--- src/rtl/conv_arbiter.sv ---
// ---------------------------------------------------------------------------
// conv_arbiter
//
// Shares one combinational Q16.16 <-> IEEE-754 single-precision converter
// between two requesters. Each requester has a valid/ready handshake, and
// ties are broken round-robin. The accepted operand is registered, converted
// during a single CONV cycle, and the result is registered into resp_data.
// The response is held until the consumer accepts it. Only one conversion is
// in flight at a time.
//
// Optional feature (macro CONV_ARB_STATS_EN):
//   Adds per-requester saturating completion counters conv_count0/1.
//
// Ports:
//   clk            system clock
//   rst            synchronous, active-high reset
//   reqN_valid     requester N has an operand                 (N = 0, 1)
//   reqN_ready     requester N operand accepted this cycle
//   reqN_data      requester N operand
//   reqN_to_float  1 = fixed->float, 0 = float->fixed
//   resp_valid     result available
//   resp_ready     consumer accepts result
//   resp_data      converted value
//   resp_id        requester that owns resp_data
//   busy           FSM is not in IDLE
//   conv_count0/1  completed conversions per requester (CONV_ARB_STATS_EN only)
// ---------------------------------------------------------------------------
module conv_arbiter #(
    parameter int DATA_W = 32
`ifdef CONV_ARB_STATS_EN
    , parameter int CNT_W = 16
`endif
) (
    input  logic              clk,
    input  logic              rst,

    input  logic              req0_valid,
    output logic              req0_ready,
    input  logic [DATA_W-1:0] req0_data,
    input  logic              req0_to_float,

    input  logic              req1_valid,
    output logic              req1_ready,
    input  logic [DATA_W-1:0] req1_data,
    input  logic              req1_to_float,

    output logic              resp_valid,
    input  logic              resp_ready,
    output logic [DATA_W-1:0] resp_data,
    output logic              resp_id,

    output logic              busy
`ifdef CONV_ARB_STATS_EN
    ,
    output logic [CNT_W-1:0]  conv_count0,
    output logic [CNT_W-1:0]  conv_count1
`endif
);

    typedef enum logic [1:0] {
        IDLE = 2'd0,
        CONV = 2'd1,
        RESP = 2'd2
    } state_t;

    state_t            state;
    logic              last_grant;
    logic [DATA_W-1:0] op_data;
    logic              op_to_float;
    logic              op_id;

    logic              grant;
    logic              accept;
    logic [DATA_W-1:0] conv_result;

    // -----------------------------------------------------------------------
    // Converter core
    // -----------------------------------------------------------------------

    // Q16.16 -> float. The magnitude is normalised so its leading one lands
    // in bit 31; the 23 bits below it are the truncated mantissa.
    function automatic logic [31:0] q_to_float(input logic [31:0] x);
        logic        sign;
        logic [31:0] mag;
        logic [31:0] norm;
        logic [4:0]  msb;
        logic [7:0]  exp;
        logic [22:0] mant;
        sign = x[31];
        mag  = sign ? (~x + 32'd1) : x;
        msb  = 5'd0;
        for (int i = 0; i < 32; i++) begin
            if (mag[i]) msb = 5'(i);
        end
        norm = mag << (5'd31 - msb);
        mant = 23'(norm >> 8);
        // 127 + msb - 16, the binary point sits between bits 16 and 15
        exp  = 8'(msb) + 8'd111;
        if (x == 32'd0) begin
            return 32'd0;
        end
        return {sign, exp, mant};
    endfunction

    // float -> Q16.16. The 24-bit significand holds value * 2^23; the fixed
    // result holds value * 2^16, so the net shift is exp - 127 - 23 + 16.
    function automatic logic [31:0] float_to_q(input logic [31:0] f);
        logic        sign;
        logic [7:0]  exp;
        logic [31:0] sig;
        logic [31:0] mag;
        logic [7:0]  sh;
        sign = f[31];
        exp  = f[30:23];
        sig  = {8'd0, 1'b1, f[22:0]};
        if (exp == 8'h00) begin
            return 32'd0;
        end
        if (exp == 8'hFF) begin
            return sign ? 32'h8000_0000 : 32'h7FFF_FFFF;
        end
        if (exp >= 8'd134) begin
            sh  = exp - 8'd134;
            mag = sig << sh;
        end else begin
            sh  = 8'd134 - exp;
            mag = sig >> sh;
        end
        return sign ? (~mag + 32'd1) : mag;
    endfunction

    // Long combinational path between the op_* flops and resp_data.
    always_comb begin
        conv_result = op_to_float ? q_to_float(op_data) : float_to_q(op_data);
    end

    // -----------------------------------------------------------------------
    // Arbitration
    // -----------------------------------------------------------------------

    // On a tie the port that did not win last time goes next; otherwise the
    // single valid port wins. Ready is additionally qualified with valid so
    // an idle port never sees a stray ready, and is held low during reset.
    always_comb begin
        if (req0_valid && req1_valid) grant = ~last_grant;
        else                          grant = req1_valid;
    end

    assign req0_ready = (state == IDLE) && !rst && req0_valid && (grant == 1'b0);
    assign req1_ready = (state == IDLE) && !rst && req1_valid && (grant == 1'b1);
    assign accept     = req0_ready || req1_ready;

    // -----------------------------------------------------------------------
    // Control FSM with registered outputs
    // -----------------------------------------------------------------------
    always_ff @(posedge clk) begin
        if (rst) begin
            state       <= IDLE;
            last_grant  <= 1'b1;
            op_data     <= '0;
            op_to_float <= 1'b0;
            op_id       <= 1'b0;
            resp_valid  <= 1'b0;
            resp_data   <= '0;
            resp_id     <= 1'b0;
            busy        <= 1'b0;
`ifdef CONV_ARB_STATS_EN
            conv_count0 <= '0;
            conv_count1 <= '0;
`endif
        end else begin
            case (state)
                IDLE: begin
                    if (accept) begin
                        op_data     <= grant ? req1_data     : req0_data;
                        op_to_float <= grant ? req1_to_float : req0_to_float;
                        op_id       <= grant;
                        last_grant  <= grant;
                        busy        <= 1'b1;
                        state       <= CONV;
                    end
                end
                CONV: begin
                    resp_data  <= conv_result;
                    resp_id    <= op_id;
                    resp_valid <= 1'b1;
                    state      <= RESP;
                end
                RESP: begin
                    if (resp_ready) begin
                        resp_valid <= 1'b0;
                        busy       <= 1'b0;
                        state      <= IDLE;
`ifdef CONV_ARB_STATS_EN
                        if (!resp_id && (conv_count0 != '1)) conv_count0 <= conv_count0 + 1'b1;
                        if ( resp_id && (conv_count1 != '1)) conv_count1 <= conv_count1 + 1'b1;
`endif
                    end
                end
                default: begin
                    state      <= IDLE;
                    resp_valid <= 1'b0;
                    busy       <= 1'b0;
                end
            endcase
        end
    end

endmodule
--- config.mk ---
export PLATFORM = sky130hd
export DESIGN_NAME = conv_arbiter
export DESIGN_NICKNAME = d
export VERILOG_FILES = /design/src/rtl/conv_arbiter.sv
export SDC_FILE = /design/constraint.sdc
export NUM_CORES = 1
export LEC_CHECK = 0
export BUFFER_PORTS_ARGS = -buffer_cell sky130_fd_sc_hd__buf_2
export CORE_ASPECT_RATIO = 2
export CORE_MARGIN = 2
export CORE_UTILIZATION = 44
export CTS_CLUSTER_DIAMETER = 80
export DETAILED_ROUTE_END_ITERATION = 16
export PLACE_DENSITY_LB_ADDON = 0.1
export SLEW_MARGIN = 10
export SYNTH_ARGS = -nofsm -noshare
export SYNTH_HDL_FRONTEND = slang
export SYNTH_SLANG_ARGS = --single-unit
--- constraint.sdc ---
create_clock -name clk -period 5.87 [get_ports clk]
set_clock_uncertainty 0.2 [all_clocks]
set_input_delay 0 -clock clk [delete_from_list [all_inputs] [get_ports clk]]
set_output_delay 0 -clock clk [all_outputs]
set_load 0.1 [all_outputs]
==> summary.md, run 1 <==
| Metric | Value |
|---|---|
| Post-synthesis register bit count | `72` |
| Max frequency | `178 MHz` |
| Synth cell types | `94` |
| Pleak | `5.02 nW` |
| Global Route Usage Sum | `39.9%` |
| Post-Route WL | `53.5 mm` |
| Most common cell after layout, fill and taps aside | `nor2_1` |
| Warnings, synthesis | `0` |
| Pwr Total | `4.12 mW` |
| Final nets | `1685` |
| Hold crit path type | `reg -> reg` |
| TritonCTS buffer count | `9` |
| Fin crit period | `5.61 ns` |
| Type of origin of the critical path | `register` |
| Final-report hold violation count | `0` |
| Post-route ant nets | `0` |
| Sequential share of the synthesized area | `13.0%` |
| Kind of end point of the critical path | `register` |
| Fraction of layout cells with a size suffix above 1 | `20.7%` |
| Vias in the first global route | `13017` |
| Max Cap Viol | `0` |
| Clock Tree Buf Depth | `2` |
| Port bufs | `107` |
| Post-synth top area cell | `dfxtp_1` |
| Post-detailed-route wirelength per cell | `27.5 um` |
| 1st-pass router iterations | `6` |
| CTS tree | `done` |
| Post-route setup slack | `0.260 ns` |
| Chip width | `116 um` |
| VDD IR max | `0.202 mV` |
| Worst-path clk slew | `0.07 ns` |
| Placement Setup Slack | `0.473 ns` |
| Crit share post-route | `95.6%` |
| Layout area overhead | `19.7%` |
| Crit path kind | `reg -> reg` |
| First-pass GRT wire length | `78.6 mm` |
| Total gr overflow | `0` |
| Post-synth EDFFs | `0` |
| CTS root buffer | `clkbuf_16` |
| Fin. max-slew vios | `0` |
| Primary FF master, synth | `dfxtp_1` |
| Die span in y | `228 um` |
| Initial antenna violation count | `0` |
| H-tree depth | `3` |
| CP max FO | `13` |
| Area fraction of the dominant cell type after synthesis | `13.0%` |
| Routability cong. | `1.02` |
| Worst-skew pair later-pin latency | `0.38 ns` |
| Syn Std Cell Area | `11100 sq um` |
| Unrepaired setup endpoints after global routing | `no` |
| Total core area | `24900 sq um` |
| Cell Rows | `82` |
| PwrDens | `311 nW/um^2` |
| Status | `finished, final reports clean` |
| Worst-Margin Slew | `1.08 ns` |
| Post-Syn Instances | `1465` |
| CTS sink count | `72` |
| # IOs | `108` |
| Syn_area_per_cell | `7.55 sq um` |
| Initial Util | `44.4%` |
| Ys async rst share | `0%` |
| Die area | `26500 sq um` |
| Vias | `13150` |
| Worst EP arrival | `5.65 ns` |
| Final setup TNS | `0 ns` |
| Max-slew headroom | `26.4%` |
| Final setup viols | `0` |
| Synth area leaders | `dfxtp_1 13%, mux2i_1 11%, mux4_2 9.6%` |
| Antenna fix cells | `0` |
| Initial DRC count | `1203` |
| Commonest cells after routing, fill and taps aside | `142 x nor2_1, 124 x mux2i_1, 119 x nand2_1` |
| Syn_nets | `1544` |
| DR DRC count | `0` |
| Largest net degree at the start of global routing | `69` |
| Vias per inst | `6.75` |
| CP required | `5.91 ns` |
| Final HPWL DP | `40.6 mm` |
## metrics by stage
stage | instances | utilization [%] | area, sq um | hold WS [ns]
floorplan | 1465 | - | 11100 | 0.0341
CTS | 1947 | 53.1 | 13200 | 0.250
global route | 1947 | 53.1 | 13200 | 0.281
global placement | 1857 | 49.0 | 12200 | 0.137
finish | 1947 | 53.1 | 13200 | 0.248
detailed placement | 1857 | 49.0 | 12200 | 0.150
## registers in the layout, summed over array words and instances (netlist names)
signal	cells
resp_valid	1
last_grant	1
op_id	1
resp_data	32
state	2
resp_id	1
op_to_float	1
busy	1
op_data	32
## cells by family after synthesis
family                   count (synthesis)  share of synthesized area [%]
AND/OR/NAND/NOR                        502                           22.3
AO/OA/AOI/OAI                          436                           27.9
multiplexers                           196                           23.4
buffers and inverters                  172                           6.25
XOR/XNOR                                79                           6.32
flip-flops                              72                           13.0
adder cells (fa/ha/maj)                  8                          0.905
## worst max-delay path, stage by stage (launching register included)
cell and delay, ns:
dfxtp_2 0.52, ha_1 0.38, xor2_1 0.88, mux2i_1 0.45
a2111oi_0 0.29, a211oi_1 0.41, nand4_1 0.32, nor4_2 0.71
nand3_1 0.32, nor4_1 0.37, mux2_1 0.35, o221ai_1 0.18
a21oi_1 0.09
## where the power goes
| group | leakage (nW) | internal, mW | switching (mW) | total, mW |
|---|---|---|---|---|
| logic | 4.30 | 1.00 | 1.92 | 2.93 |
| clock network | 0.132 | 0.301 | 0.273 | 0.574 |
| registers | 0.593 | 0.542 | 0.0820 | 0.624 |
## area by class of cell
type | instances | area (sq um)
Tap cell | 336 | 420
Clock inverter | 5 | 41.3
Inverter | 20 | 80.1
Clock buffer | 11 | 243
Multi-Input combinational cell | 1221 | 8980
Timing Repair Buffer | 282 | 2030
Sequential cell | 72 | 1450
Fill cell | 2467 | 11700
## path summary, 6_finish.rpt
| path | startpoint | to | slack, ns | cells past startpoint |
|---|---|---|---|---|
| min reg2reg | resp_valid | resp_valid | 0.25 | 1 |
| max | op_data[23] | resp_data[31] | 0.26 | 12 |
| min | resp_valid | resp_valid | 0.25 | 1 |
| max reg2reg | op_data[23] | resp_data[31] | 0.26 | 12 |
## synthesized netlist by cell type (10+ instances only)
master    instances
nor4_1           29
buf_2            30
mux4_2           47
mux2_2           23
nand3_1          35
o31ai_1          16
o211ai_1         16
o21ai_0          78
clkbuf_1        110
nor2_1          142
o221ai_1         12
buf_1            11
and3_1           10
xor2_1           40
a21oi_1          76
dfxtp_1          72
a22oi_1          10
nor2b_1          12
or3_1            13
nor3_1           64
a31oi_1          15
nand2_1         119
nand4_1          20
a311oi_1         11
a211oi_1         64
xnor2_1          38
inv_1            16
or4_1            10
mux2i_1         124
## metal layers
layer | track usage [%] | vias to the layer above | part of all wire, % | wire length [um]
met5 | 0 | - | 0 | 0
met4 | 34.2 | 0 | 10 | 5580
met3 | 8.71 | 248 | 7.2 | 3840
met2 | 67.6 | 700 | 49 | 26300
met1 | 40.2 | 6265 | 33 | 17700
li1 | - | 5937 | - | -
## timing repair
| action | in CTS | in global routing |
|---|---|---|
| hold buffers | 74 | 0 |
| endpoints found under the setup margin | 0 | 1 |
| resized for setup | 0 | 1 |
| setup buffers | 0 | 0 |
| hold endpoints to repair | 55 | 0 |
(Power assumes the default switching activity.)
==> run 2, diff against run 1 <==
==> constraint.sdc (replaced) <==
create_clock -name clk -period 6.3 [get_ports clk]
set_clock_uncertainty 0.2 [all_clocks]
set_input_delay 0 -clock clk [delete_from_list [all_inputs] [get_ports clk]]
set_output_delay 0 -clock clk [all_outputs]
set_load 0.1 [all_outputs]
==> summary.md, run 2 (synthesized netlist as in run 1, its figures left out) <==
| Metric | Value |
|---|---|
| Worst-Margin Slew | `1.25 ns` |
| Max-slew headroom | `15.3%` |
| Top layer in use | `met4` |
| Worst-skew pair later-pin latency | `0.38 ns` |
| Post-route setup slack | `0.478 ns` |
| CTS tree | `done` |
| Total gr overflow | `0` |
| WL met2 | `24.5 mm` |
| Largest net degree at the start of global routing | `74` |
| Status | `finished, final reports clean` |
| TritonCTS buffer count | `9` |
| Design Area, Final | `13000 sq um` |
| Final HPWL DP | `38.3 mm` |
| PwrDens | `291 nW/um^2` |
| Post-route ant nets | `0` |
| Initial DRC count | `1337` |
| Top flop regs | `op_data x32, resp_data x32, state x2` |
| DR DRC count | `0` |
| Buf/Inv on CP | `1` |
| Worst EP arrival | `5.93 ns` |
| Metal3 WL | `3.76 mm` |
| Largest stage delay, worst path | `0.85 ns` |
| Pwr Total | `3.79 mW` |
| Hold crit path type | `reg -> reg` |
| Vias in the first global route | `12608` |
| Post-route insts no fill | `1918` |
| Antenna fix cells | `0` |
| Delay-heaviest family, CP | `compound AO/OA/AOI/OAI gates` |
| Die area | `26500 sq um` |
| Final setup viols | `0` |
| Crit share post-route | `92.4%` |
| CP required | `6.41 ns` |
| Fin crit period | `5.82 ns` |
| Worst-path clk slew | `0.08 ns` |
| Routability cong. | `1.04` |
| Crit path kind | `reg -> reg` |
| Unrepaired setup endpoints after global routing | `no` |
| Port bufs | `107` |
| CP max FO | `50` |
| Pleak | `4.87 nW` |
| Kind of end point of the critical path | `register` |
| WHS | `0.249 ns` |
| Total core area | `24900 sq um` |
| Clock Tree Buf Depth | `2` |
| CTS root buffer | `clkbuf_16` |
| 1st-pass router iterations | `5` |
| Placement Setup Slack | `0.616 ns` |
| Fin. max-slew vios | `0` |
| Initial Util | `44.4%` |
| Commonest cells after routing, fill and taps aside | `142 x nor2_1, 124 x mux2i_1, 119 x nand2_1` |
| Slowest-stage cell, CP | `a221oi_1` |
| Die span in y | `228 um` |
| Placement Cell Area | `12000 sq um` |
| Max Cap Viol | `0` |
| Global Route Usage Sum | `38.4%` |
| Layout area overhead | `17.7%` |
| Initial antenna violation count | `0` |
| Placed cell count | `1824` |
| Vias per inst | `6.78` |
| Met1 wire length | `17.6 mm` |
| Crit-path cells | `buf_4, ha_1, a2111oi_0, xor2_1, nand3_2, a31oi_1, a21oi_1, o22ai_1, nor2_1, nand4_1, o21ai_0, xnor2_1, a221oi_1, a31o_2` |
| # IOs | `108` |
| VDD IR max | `0.159 mV` |
| Cell Rows | `82` |
| First-pass GRT wire length | `76.4 mm` |
| H-tree depth | `3` |
| Vias | `13012` |
| Most common cell after layout, fill and taps aside | `nor2_1` |
| Final-report hold violation count | `0` |
| Chip width | `116 um` |
| Final setup TNS | `0 ns` |
| CTS sink count | `72` |
| Post-Route WL | `51.1 mm` |
| Utilization after layout | `52.2%` |
| Final nets | `1656` |
| Post-detailed-route wirelength per cell | `26.6 um` |
| Max frequency | `172 MHz` |
| Fraction of layout cells with a size suffix above 1 | `19.3%` |
| Type of origin of the critical path | `register` |
-- run 2: layout make-up --
type	count	area, sq um
Fill cell	2533	11900
Multi-Input combinational cell	1221	8980
Timing Repair Buffer	253	1820
Sequential cell	72	1450
Tap cell	336	420
Clock buffer	9	225
Inverter	20	80.1
Clock inverter	7	55.1
-- run 2: per-layer routing --
metal / global-route usage, % / up-vias
met4: 31.8 / 0
li1: - / 5878
met3: 7.94 / 247
met2: 63.5 / 779
met1: 40.8 / 6108
met5: 0 / -
-- run 2: worst paths after layout --
check                                  from       endpoint  slack (ns)  cells after the start
worst max-delay path            op_data[24]  resp_data[14]        0.48                     14
worst min-delay path             resp_valid     resp_valid        0.25                      1
worst min register to register   resp_valid     resp_valid        0.25                      1
worst max register to register  op_data[24]  resp_data[14]        0.48                     14
-- run 2: repair_timing --
item	CTS	global route
endpoints found under the setup margin	0	2
hold buffers	74	0
setup buffers	0	4
endpoints found under the hold margin	43	0
resized for setup	0	1
-- run 2: power breakdown --
group	switching (mW)	internal, mW	total, mW
logic	1.77	0.893	2.66
clock network	0.255	0.270	0.525
registers	0.0974	0.504	0.602
